--- src/rtl/uart_pkg.sv ---
// uart_pkg: parity modes, receiver FSM states and the majority-vote helper shared by the UART blocks
package uart_pkg;
    localparam int PARITY_NONE = 0;
    localparam int PARITY_ODD  = 1;
    localparam int PARITY_EVEN = 2;
    typedef enum logic [2:0] {S_IDLE, S_START, S_DATA, S_PARITY, S_STOP, S_BREAK} state_e;
    function automatic logic maj3(input logic a, input logic b, input logic c);
        return (a & b) | (a & c) | (b & c);
    endfunction
endpackage

--- src/rtl/uart_baud_tick.sv ---
// uart_baud_tick: oversample tick generator; clr restarts the divider so ticks line up with a frame edge
module uart_baud_tick #(
    parameter int SYS_CLK    = 50_000_000,
    parameter int BAUD       = 9600,
    parameter int OVERSAMPLE = 16
) (
    input  logic clk,
    input  logic rst_n,
    input  logic clr,
    output logic tick
);
    localparam int TICK_DIV = SYS_CLK / (BAUD * OVERSAMPLE);
    localparam int CW = (TICK_DIV > 1) ? $clog2(TICK_DIV) : 1;
    logic [CW-1:0] cnt_q;
    logic wrap;
    assign wrap = cnt_q == CW'(TICK_DIV - 1);
    assign tick = wrap & ~clr;
    always_ff @(posedge clk or negedge rst_n)
        if (!rst_n) cnt_q <= '0;
        else cnt_q <= (clr || wrap) ? '0 : cnt_q + 1'b1;
endmodule

--- src/rtl/uart_rx_os.sv ---
// uart_rx_os: 16x-oversampled UART receiver with majority voting, error flags and a one-frame
// valid/ready holding register
module uart_rx_os
    import uart_pkg::*;
#(
    parameter int SYS_CLK    = 50_000_000,
    parameter int BAUD       = 9600,
    parameter int OVERSAMPLE = 16,
    parameter int DATA_BITS  = 8,
    parameter int PARITY     = 0,
    parameter int STOP_BITS  = 1
) (
    input  logic                 clk,
    input  logic                 rst_n,
    input  logic                 in_data,
    output logic [DATA_BITS-1:0] out_data,
    output logic                 out_parity_err,
    output logic                 out_frame_err,
    output logic                 out_overrun,
    output logic                 out_valid,
    input  logic                 out_ready
);
    localparam int HALF = OVERSAMPLE / 2;
    localparam int SW = $clog2(OVERSAMPLE);
    state_e state_q;
    logic [2:0] sync_q;
    logic rxs_prev_q;
    logic [SW-1:0] s_q;
    logic [1:0] smp_q;
    logic [2:0] bit_q;
    logic [DATA_BITS-1:0] sh_q;
    logic perr_q, ferr_q, commit_q;
    logic [DATA_BITS-1:0] data_q;
    logic hperr_q, hferr_q, ovr_q, valid_q;
    logic rxs, fall, clr, tick, decide, eob, vote, ferr_d;
    assign rxs = sync_q[2];
    assign fall = rxs_prev_q & ~rxs;
    assign clr = fall && state_q == S_IDLE;
    assign decide = tick && s_q == SW'(HALF + 1);
    assign eob = tick && s_q == SW'(OVERSAMPLE - 1);
    assign vote = maj3(smp_q[1], smp_q[0], rxs);
    assign ferr_d = (bit_q == 3'd0 ? 1'b0 : ferr_q) | ~vote;
    uart_baud_tick #(.SYS_CLK(SYS_CLK), .BAUD(BAUD), .OVERSAMPLE(OVERSAMPLE)) u_tick (
        .clk(clk), .rst_n(rst_n), .clr(clr), .tick(tick)
    );
    always_ff @(posedge clk or negedge rst_n)
        if (!rst_n) begin
            state_q    <= S_IDLE;
            sync_q     <= 3'b111;
            rxs_prev_q <= 1'b1;
            s_q        <= '0;
            smp_q      <= 2'b11;
            bit_q      <= '0;
            sh_q       <= '0;
            perr_q     <= 1'b0;
            ferr_q     <= 1'b0;
            commit_q   <= 1'b0;
        end else begin
            sync_q     <= {sync_q[1:0], in_data};
            rxs_prev_q <= rxs;
            commit_q   <= 1'b0;
            if (tick) s_q <= eob ? '0 : s_q + 1'b1;
            if (tick && s_q == SW'(HALF - 1)) smp_q[1] <= rxs;
            if (tick && s_q == SW'(HALF)) smp_q[0] <= rxs;
            case (state_q)
                S_IDLE: if (fall) begin
                    state_q <= S_START;
                    s_q     <= '0;
                end
                S_START: if (decide && vote) state_q <= S_IDLE;
                else if (eob) begin
                    state_q <= S_DATA;
                    bit_q   <= '0;
                end
                S_DATA: begin
                    if (decide) sh_q <= {vote, sh_q[DATA_BITS-1:1]};
                    if (eob) begin
                        bit_q <= bit_q + 1'b1;
                        if (bit_q == 3'(DATA_BITS - 1)) begin
                            state_q <= (PARITY == PARITY_NONE) ? S_STOP : S_PARITY;
                            bit_q   <= '0;
                        end
                    end
                end
                S_PARITY: begin
                    if (decide) perr_q <= (^sh_q ^ vote) != (PARITY == PARITY_ODD);
                    if (eob) begin
                        state_q <= S_STOP;
                        bit_q   <= '0;
                    end
                end
                // complete at the last stop decision point so a back-to-back start edge is not missed
                S_STOP: if (decide) begin
                    ferr_q <= ferr_d;
                    if (bit_q == 3'(STOP_BITS - 1)) begin
                        commit_q <= 1'b1;
                        state_q  <= ferr_d ? S_BREAK : S_IDLE;
                    end
                end else if (eob) bit_q <= bit_q + 1'b1;
                S_BREAK: if (rxs) state_q <= S_IDLE;
                default: state_q <= S_IDLE;
            endcase
        end
    always_ff @(posedge clk or negedge rst_n)
        if (!rst_n) begin
            data_q  <= '0;
            hperr_q <= 1'b0;
            hferr_q <= 1'b0;
            ovr_q   <= 1'b0;
            valid_q <= 1'b0;
        end else if (commit_q) begin
            if (!valid_q || out_ready) begin
                data_q  <= sh_q;
                hperr_q <= perr_q;
                hferr_q <= ferr_q;
                ovr_q   <= 1'b0;
                valid_q <= 1'b1;
            end else ovr_q <= 1'b1;
        end else if (valid_q && out_ready) begin
            data_q  <= '0;
            hperr_q <= 1'b0;
            hferr_q <= 1'b0;
            ovr_q   <= 1'b0;
            valid_q <= 1'b0;
        end
    assign out_data = data_q;
    assign out_parity_err = hperr_q;
    assign out_frame_err = hferr_q;
    assign out_overrun = ovr_q;
    assign out_valid = valid_q;
endmodule

--- config.mk ---
export PLATFORM = sky130hd
export DESIGN_NAME = uart_rx_os
export DESIGN_NICKNAME = d
export VERILOG_FILES = /design/src/rtl/uart_pkg.sv /design/src/rtl/uart_baud_tick.sv /design/src/rtl/uart_rx_os.sv
export SDC_FILE = /design/constraint.sdc
export NUM_CORES = 1
export LEC_CHECK = 0
export CELL_PAD_IN_SITES_DETAIL_PLACEMENT = 2
export CELL_PAD_IN_SITES_GLOBAL_PLACEMENT = 2
export CORE_UTILIZATION = 30
export CTS_BUF_LIST = sky130_fd_sc_hd__clkbuf_4
export CTS_CLUSTER_DIAMETER = 60
export DETAILED_ROUTE_END_ITERATION = 10
export DONT_BUFFER_PORTS = 1
export PLACE_DENSITY_LB_ADDON = 0.1
export SYNTH_ARGS = -nofsm -noshare
export SYNTH_HDL_FRONTEND = slang
export SYNTH_SLANG_ARGS = --single-unit
export TNS_END_PERCENT = 100
--- constraint.sdc ---
create_clock -name clk -period 6 [get_ports clk]
set_input_delay 1.2 -clock clk [delete_from_list [all_inputs] [get_ports clk]]
set_output_delay 1.2 -clock clk [all_outputs]
set_load 0.01 [all_outputs]
==> metrics.md, run 1 <==
| Metric | Value |
|---|---|
| CP endpoint | bit_q[1] |
| Post-Syn Area | 2290 sq um |
| Pwr Density | 265 nW/um^2 |
| Residual DRC count | 0 |
| FF-to-FF path depth | 7 |
| Post-Place Setup Slack | 3730 ps |
| Post-CTS Setup Bufs | 0 |
| Maximum VDD drop | 0.0000839 V |
| Sw Share | 27.1% |
| Slew headroom | 19.5% |
| DR vias/cell | 4.96 |
| Final setup viols | 0 |
| Setup crit end kind | flop |
| Critical Path RT | 6250 ps |
| Row count | 31 |
| Slowest CP cell | dfrtp_1 |
| CP startpoint kind | flop |
| Routed length per instance | 16.4 um |
| Initial antenna violation count | 0 |
| Clk Latency, worst-skew pair | 360 ps |
| Num CTS Buffers | 5 |
| TritonCTS clock tree | done |
| Syn Area/Cell | 11.3 sq um |
| Worst-Margin Slew | 1190 ps |
| Fin crit period | 2160 ps |
| R2R Setup Slk | 3840 ps |
| Post-synth EDFFs | 0 |
| Detail Placement HPWL | 3.69 mm |
| Die X | 89.4 um |
| Fin util | 33.7% |
| Critical Path AT | 2410 ps |
| WP buf/inv | 1 |
| Critical path depth | 7 |
| Layout area overhead | 7.86% |
| Hold Path Class | flop to flop |
| Syn Nets | 214 |
| Clock Skews | 7.19 ps |
| Final Max Slew Viols | 0 |
| Primary FF master, synth | dfrtp_1 |
| RSZ-0062 raised after global routing | no |
| Sequential fraction of design power | 59.1% |
| Achievable frequency | 462 MHz |
| Crit-path cells | inv_1 > ha_1 > nand4bb_1 > or2_1 > nor3b_2 > o21a_2 > mux2_1 |
| Max-Cap Viols | 0 |
| Port bufs | 0 |
| Status | finished clean |
| Pin count of the biggest net entering global routing | 49 |
| Setup TNS | 0 ps |
| Synth area leaders | dfrtp_1, dfstp_2, mux2_2 |
| Final net count | 215 |
| Initial Util | 31.3% |
| FF-to-FF End | bit_q[1] |
| Hold buffer count at cts | 0 |
| Layout cells sized above 1 | 14.2% |
| Die Footprint | 7990 sq um |
| CTS resizes | 0 |
| Clk pwr share | 29.5% |
| Ant. Diodes | 0 |
| First-pass detailed-route iteration total | 3 |
| Fin worst setup slack | 3840 ps |
| Worst R2R Start | u_tick.cnt_q[0] |
| DRT antenna net count | 0 |
| Clk sinks | 48 |
| CTS root buffer | clkbuf_4 |
| Internal power | 0.000476 W |
| Boundary pin count | 16 |
| Synth async-reset ratio | 100% |
| Crit path max-delay family | simple AND/OR/NAND/NOR gates |
| First-pass GRT wire length | 8.15 mm |
| Hold Violations, Final | 0 |
| Clk slew on worst S/H paths | 140 ps |
| Period utilization | 36.1% |
| Largest stage delay, worst path | 470 ps |
| Die H | 89.4 um |
| Via Count | 1,504 |
| Buffer levels on the longest clock path | 2 |
| Sequential fraction of the synthesis area | 52.8% |
| Critical Path Fanout Max | 6 |
| Most common cell in the synthesized netlist | dfrtp_1 |
| Yosys top cell area share | 45.9% |
| Vias in the first global route | 1,633 |
| Core Area | 7330 sq um |
| GRT Resource Usage Total | 13.7% |
| Synth unique cells | 43 |
| Fillers | 784 |
| Cell leakage power | 1.11 nW |
| Combinational Power Share | 11.5% |
| Crit path from | u_tick.cnt_q[0] |
| Routed WL | 4.97 mm |
| Synth cell count leaders | dfrtp_1, nor2_1, a22o_1, mux2_2, nand2_1 |
| CTS HTree Levels | 2 |
| 1st-iter DRT viols | 48 |
| Synth Instances | 202 |
| Seq cells post-synth | 48 |
| HP Start | sync_q[1] |
| Leading area contributor after synthesis | dfrtp_1 |
| Overflow left after global routing | 0 |
| Net Sw Power | 0.000177 W |
| Synth warnings | 0 |
| GP Congestion | 0.684 |
| CP Class | flop to flop |
==> routing by layer <==
metal  GRT usage [%]  wire length [um]  up-vias
met3            3.42               121        4
li1                -                 -      711
met5               0                 0        -
met4            3.46                48        0
met2            23.4              2440       20
met1            17.2              2360      769
==> flip-flops by register name, summed over array words and instances (netlist names), 2 cells and up <==
signal and flops:
sh_q 8, sync_q 3, u_tick.cnt_q 9, state_q 3, smp_q 2, bit_q 3, s_q 4, out_data 8
==> cells in the final DEF, fill, tap and decap left out, types with 3 or more instances in the layout <==
cell type | Yosys | final
a21oi_1 | 8 | 8
nand4_1 | 3 | 3
dfrtp_1 | 42 | 42
xor2_1 | 8 | 8
nand3_1 | 7 | 7
nor2_1 | 17 | 17
inv_1 | 8 | 8
mux2_2 | 10 | 10
and3_1 | 3 | 3
dfstp_2 | 6 | 6
clkbuf_4 | 0 | 5
o21ai_0 | 8 | 8
xnor2_1 | 8 | 8
nand2b_1 | 8 | 8
ha_1 | 8 | 8
nand2_1 | 9 | 9
a22o_1 | 10 | 10
mux2_1 | 3 | 3
==> power by group through the flow <==
| stage | combinational, W | clock, W | sequential [W] |
|---|---|---|---|
| after floorplan | 0.0000648 | 0 | 0.000380 |
| after global placement | 0.0000723 | 0 | 0.000391 |
| after detailed placement | 0.0000760 | 0 | 0.000393 |
| after CTS | 0.0000769 | 0.000204 | 0.000387 |
| after global routing | 0.0000867 | 0.000218 | 0.000393 |
| final | 0.0000749 | 0.000193 | 0.000386 |
==> cell families (layout without fill, tap and decap cells) <==
family	Yosys count	count (layout)	share of synthesized area [%]
AND/OR/NAND/NOR	68	68	17.3
flip-flops	48	48	52.8
AO/OA/AOI/OAI	33	33	9.61
XOR/XNOR	16	16	6.12
multiplexers	14	14	7.05
buffers and inverters	14	16	2.35
adder cells (fa/ha/maj)	9	9	4.81
==> final cells by class <==
cell class / count / area [sq um] / area share, %
Clock buffer: 5 / 37.5 / 1.52
Clock inverter: 3 / 42.5 / 1.72
Inverter: 8 / 30.0 / 1.22
Multi-Input combinational cell: 140 / 1030 / 41.6
Sequential cell: 48 / 1210 / 48.9
Tap cell: 99 / 124 / 5.01
==> per-stage QoR <==
stage / hold slack, ps / area [sq um] / power (W) / std cells
2_1_floorplan: 345 / 2290 / 0.000445 / 202
3_3_place_gp: 346 / 2390 / 0.000464 / 295
3_5_place_dp: 349 / 2390 / 0.000469 / 295
4_1_cts: 369 / 2470 / 0.000668 / 303
5_1_grt: 370 / 2470 / 0.000698 / 303
6_report: 367 / 2470 / 0.000654 / 303
==> worst min path at each step <==
stage | end | slack, ps | cells after the start
2_1_floorplan | sync_q[1] | 350 | 0
3_3_place_gp | sync_q[2] | 350 | 0
3_5_place_dp | sync_q[2] | 350 | 0
4_1_cts | sync_q[2] | 370 | 0
5_1_grt | sync_q[2] | 370 | 0
6_report | sync_q[2] | 370 | 0
Note: power is estimated with default switching activity, not from simulation.
==> inputs of run 2 (changes only) <==
==> constraint.sdc (replaced) <==
create_clock -name clk -period 2.18 [get_ports clk]
set_input_delay 0.436 -clock clk [delete_from_list [all_inputs] [get_ports clk]]
set_output_delay 0.436 -clock clk [all_outputs]
set_load 0.01 [all_outputs]
==> run 2 against run 1 <==
Net effect: total power rose to 3.0 times the previous value; final cell count up 2.3%; core utilization up 1.4 points; worst hold slack worse by 320 ps; largest power group unchanged.
==> metrics.md, run 2 (synthesized netlist as in run 1, its figures left out) <==
| Metric | Value |
|---|---|
| Overflow left after global routing | 0 |
| Register with the most flip-flops | u_tick.cnt_q |
| Slew headroom | 21.0% |
| GRT Resource Usage Total | 14.4% |
| GRT met3 Usage | 3.42% |
| Pin count of the biggest net entering global routing | 49 |
| Detail Placement HPWL | 3.78 mm |
| Clock Skews | 16.8 ps |
| Most common cell after layout, fill and taps aside | dfrtp_1 |
| First-pass detailed-route iteration total | 2 |
| Initial Util | 31.3% |
| Fillers | 783 |
| Pwr Density | 767 nW/um^2 |
| Period utilization | 92.1% |
| Worst-Margin Slew | 1170 ps |
| Largest stage delay, worst path | 470 ps |
| Hold Path Class | input pin to flop |
| 1st-iter DRT viols | 26 |
| Max-Cap Viols | 0 |
| Critical Path Fanout Max | 6 |
| Hold Path Sink | sync_q[0] |
| CP startpoint kind | flop |
| Achievable frequency | 498 MHz |
| Routed WL | 5.07 mm |
| Port bufs | 0 |
| Worst R2R Start | u_tick.cnt_q[0] |
| Buffer levels on the longest clock path | 2 |
| Largest register FFs | 9 |
| Crit-path cells | inv_1 > ha_1 > nand4bb_1 > or2_1 > nor3b_2 > o21a_2 > mux2_1 |
| Final net count | 222 |
| First-pass GRT wire length | 8.56 mm |
| HP Start | in_data |
| Final Max Slew Viols | 0 |
| Via Count | 1,550 |
| Final Total Pwr | 0.00197 W |
| Area occupied by multi-input gates | 1030 sq um |
| Hold Path Depth | 0 |
| CTS HTree Levels | 2 |
| Vias in the first global route | 1,725 |
| TritonCTS clock tree | done |
| Maximum VDD drop | 0.000372 V |
| Die H | 89.4 um |
| Num CTS Buffers | 5 |
| DR vias/cell | 5.00 |
| Boundary pin count | 16 |
| Met2 Use GR | 24.8% |
| Register area | 1210 sq um |
| Most frequent cells in the layout | dfrtp_1, nor2_1, a22o_1, mux2_2, nand2_1 |
| Post-CTS Setup Bufs | 0 |
| Final setup viols | 0 |
| GR Util met1 | 17.7% |
| Setup crit end kind | flop |
| RSZ-0062 raised after global routing | no |
| Core Area | 7330 sq um |
| DRT antenna net count | 0 |
| CP Class | flop to flop |
| Layout area overhead | 12.3% |
| CTS root buffer | clkbuf_4 |
| Slowest CP cell | dfrtp_1 |
| R2R Setup Slk | 170 ps |
| Routed length per instance | 16.4 um |
| FF-to-FF End | bit_q[2] |
| Die Footprint | 7990 sq um |
| Residual DRC count | 0 |
| Gr busiest metal | met2 |
| Row count | 31 |
| Cell leakage power | 1.16 nW |
| Status | finished clean |
| Critical Path AT | 2270 ps |
| Critical Path RT | 2450 ps |
| Die X | 89.4 um |
| Clk Latency, worst-skew pair | 370 ps |
| Hold Violations, Final | 0 |
| Setup TNS | 0 ps |
| Fin crit period | 2010 ps |
| GP Congestion | 0.769 |
| Clk slew on worst S/H paths | 150 ps |
| FF-to-FF path depth | 7 |
| Ant. Diodes | 0 |
| Layout cells sized above 1 | 17.1% |
| Initial antenna violation count | 0 |
| Clk sinks | 48 |
==> run 2: cell types whose count changed in the layout (fill, tap and decap cells not counted) <==
cell / delta
dlygate4sd3_1: +1
inv_6: +1
buf_16: +1
clkinv_4: -1
buf_4: +5
bufinv_16: +1
clkinv_1: -1
==> run 2: worst max path at each step <==
stage                to       startpoint  slack (ps)  depth (start not counted)
2_1_floorplan  bit_q[0]  u_tick.cnt_q[0]         250                          8
3_3_place_gp   bit_q[1]  u_tick.cnt_q[0]         220                          7
3_5_place_dp   bit_q[1]  u_tick.cnt_q[0]         180                          7
4_1_cts        bit_q[1]  u_tick.cnt_q[0]         150                          7
5_1_grt        bit_q[0]  u_tick.cnt_q[0]          30                          7
6_report       bit_q[2]  u_tick.cnt_q[0]         170                          7
==> run 2: final cells by class <==
class	instances	share of cell area, %
clock buffer	5	1.46
clock inverter	3	2.68
inverter	8	1.17
multi-input combinational	140	40.0
sequential	48	47.0
tap	99	4.82
timing repair buffer	7	2.92
==> run 2: what timing repair did <==
item,CTS,global route
hold buffers,2,0
endpoints found under the hold margin,48,0
gates resized for setup,0,0
==> run 2: where the power goes <==
part / total, W / switching, W / internal, W
logic: 0.000253 / 0.000139 / 0.000114
clock network: 0.000668 / 0.000306 / 0.000361
registers: 0.00105 / 0.0000842 / 0.000968
total: 0.00197 / 0.000530 / 0.00144
==> run 2: per-layer routing <==
metal	part of all wire, %	vias to the layer above
li1	-	720
met1	46	796
met2	50	26
met3	2.9	8
met4	1.4	0
met5	0	-
==> run 2: through the flow <==
step           cell area, sq um  hold WS (ps)  utilization (%)  cells  worst slack [ps]
2_1_floorplan              2290           140                -    202               249
3_3_place_gp               2430           142             33.1    300               220
3_5_place_dp               2430           142             33.1    300               181
4_1_cts                    2570          24.3             35.1    310               148
5_1_grt                    2570          7.04             35.1    310              29.7
6_report                   2570          50.3             35.1    310               171
==> run 2: critical path: cells and delay by family, from the launching register on <==
family / cells / cell delay, ps
AOI/OAI and AO/OA: 1 / 200
buffers and inverters: 1 / 90
DFF: 1 / 470
adders and majority gates: 1 / 140
and+or+nand+nor: 3 / 680
muxes: 1 / 340
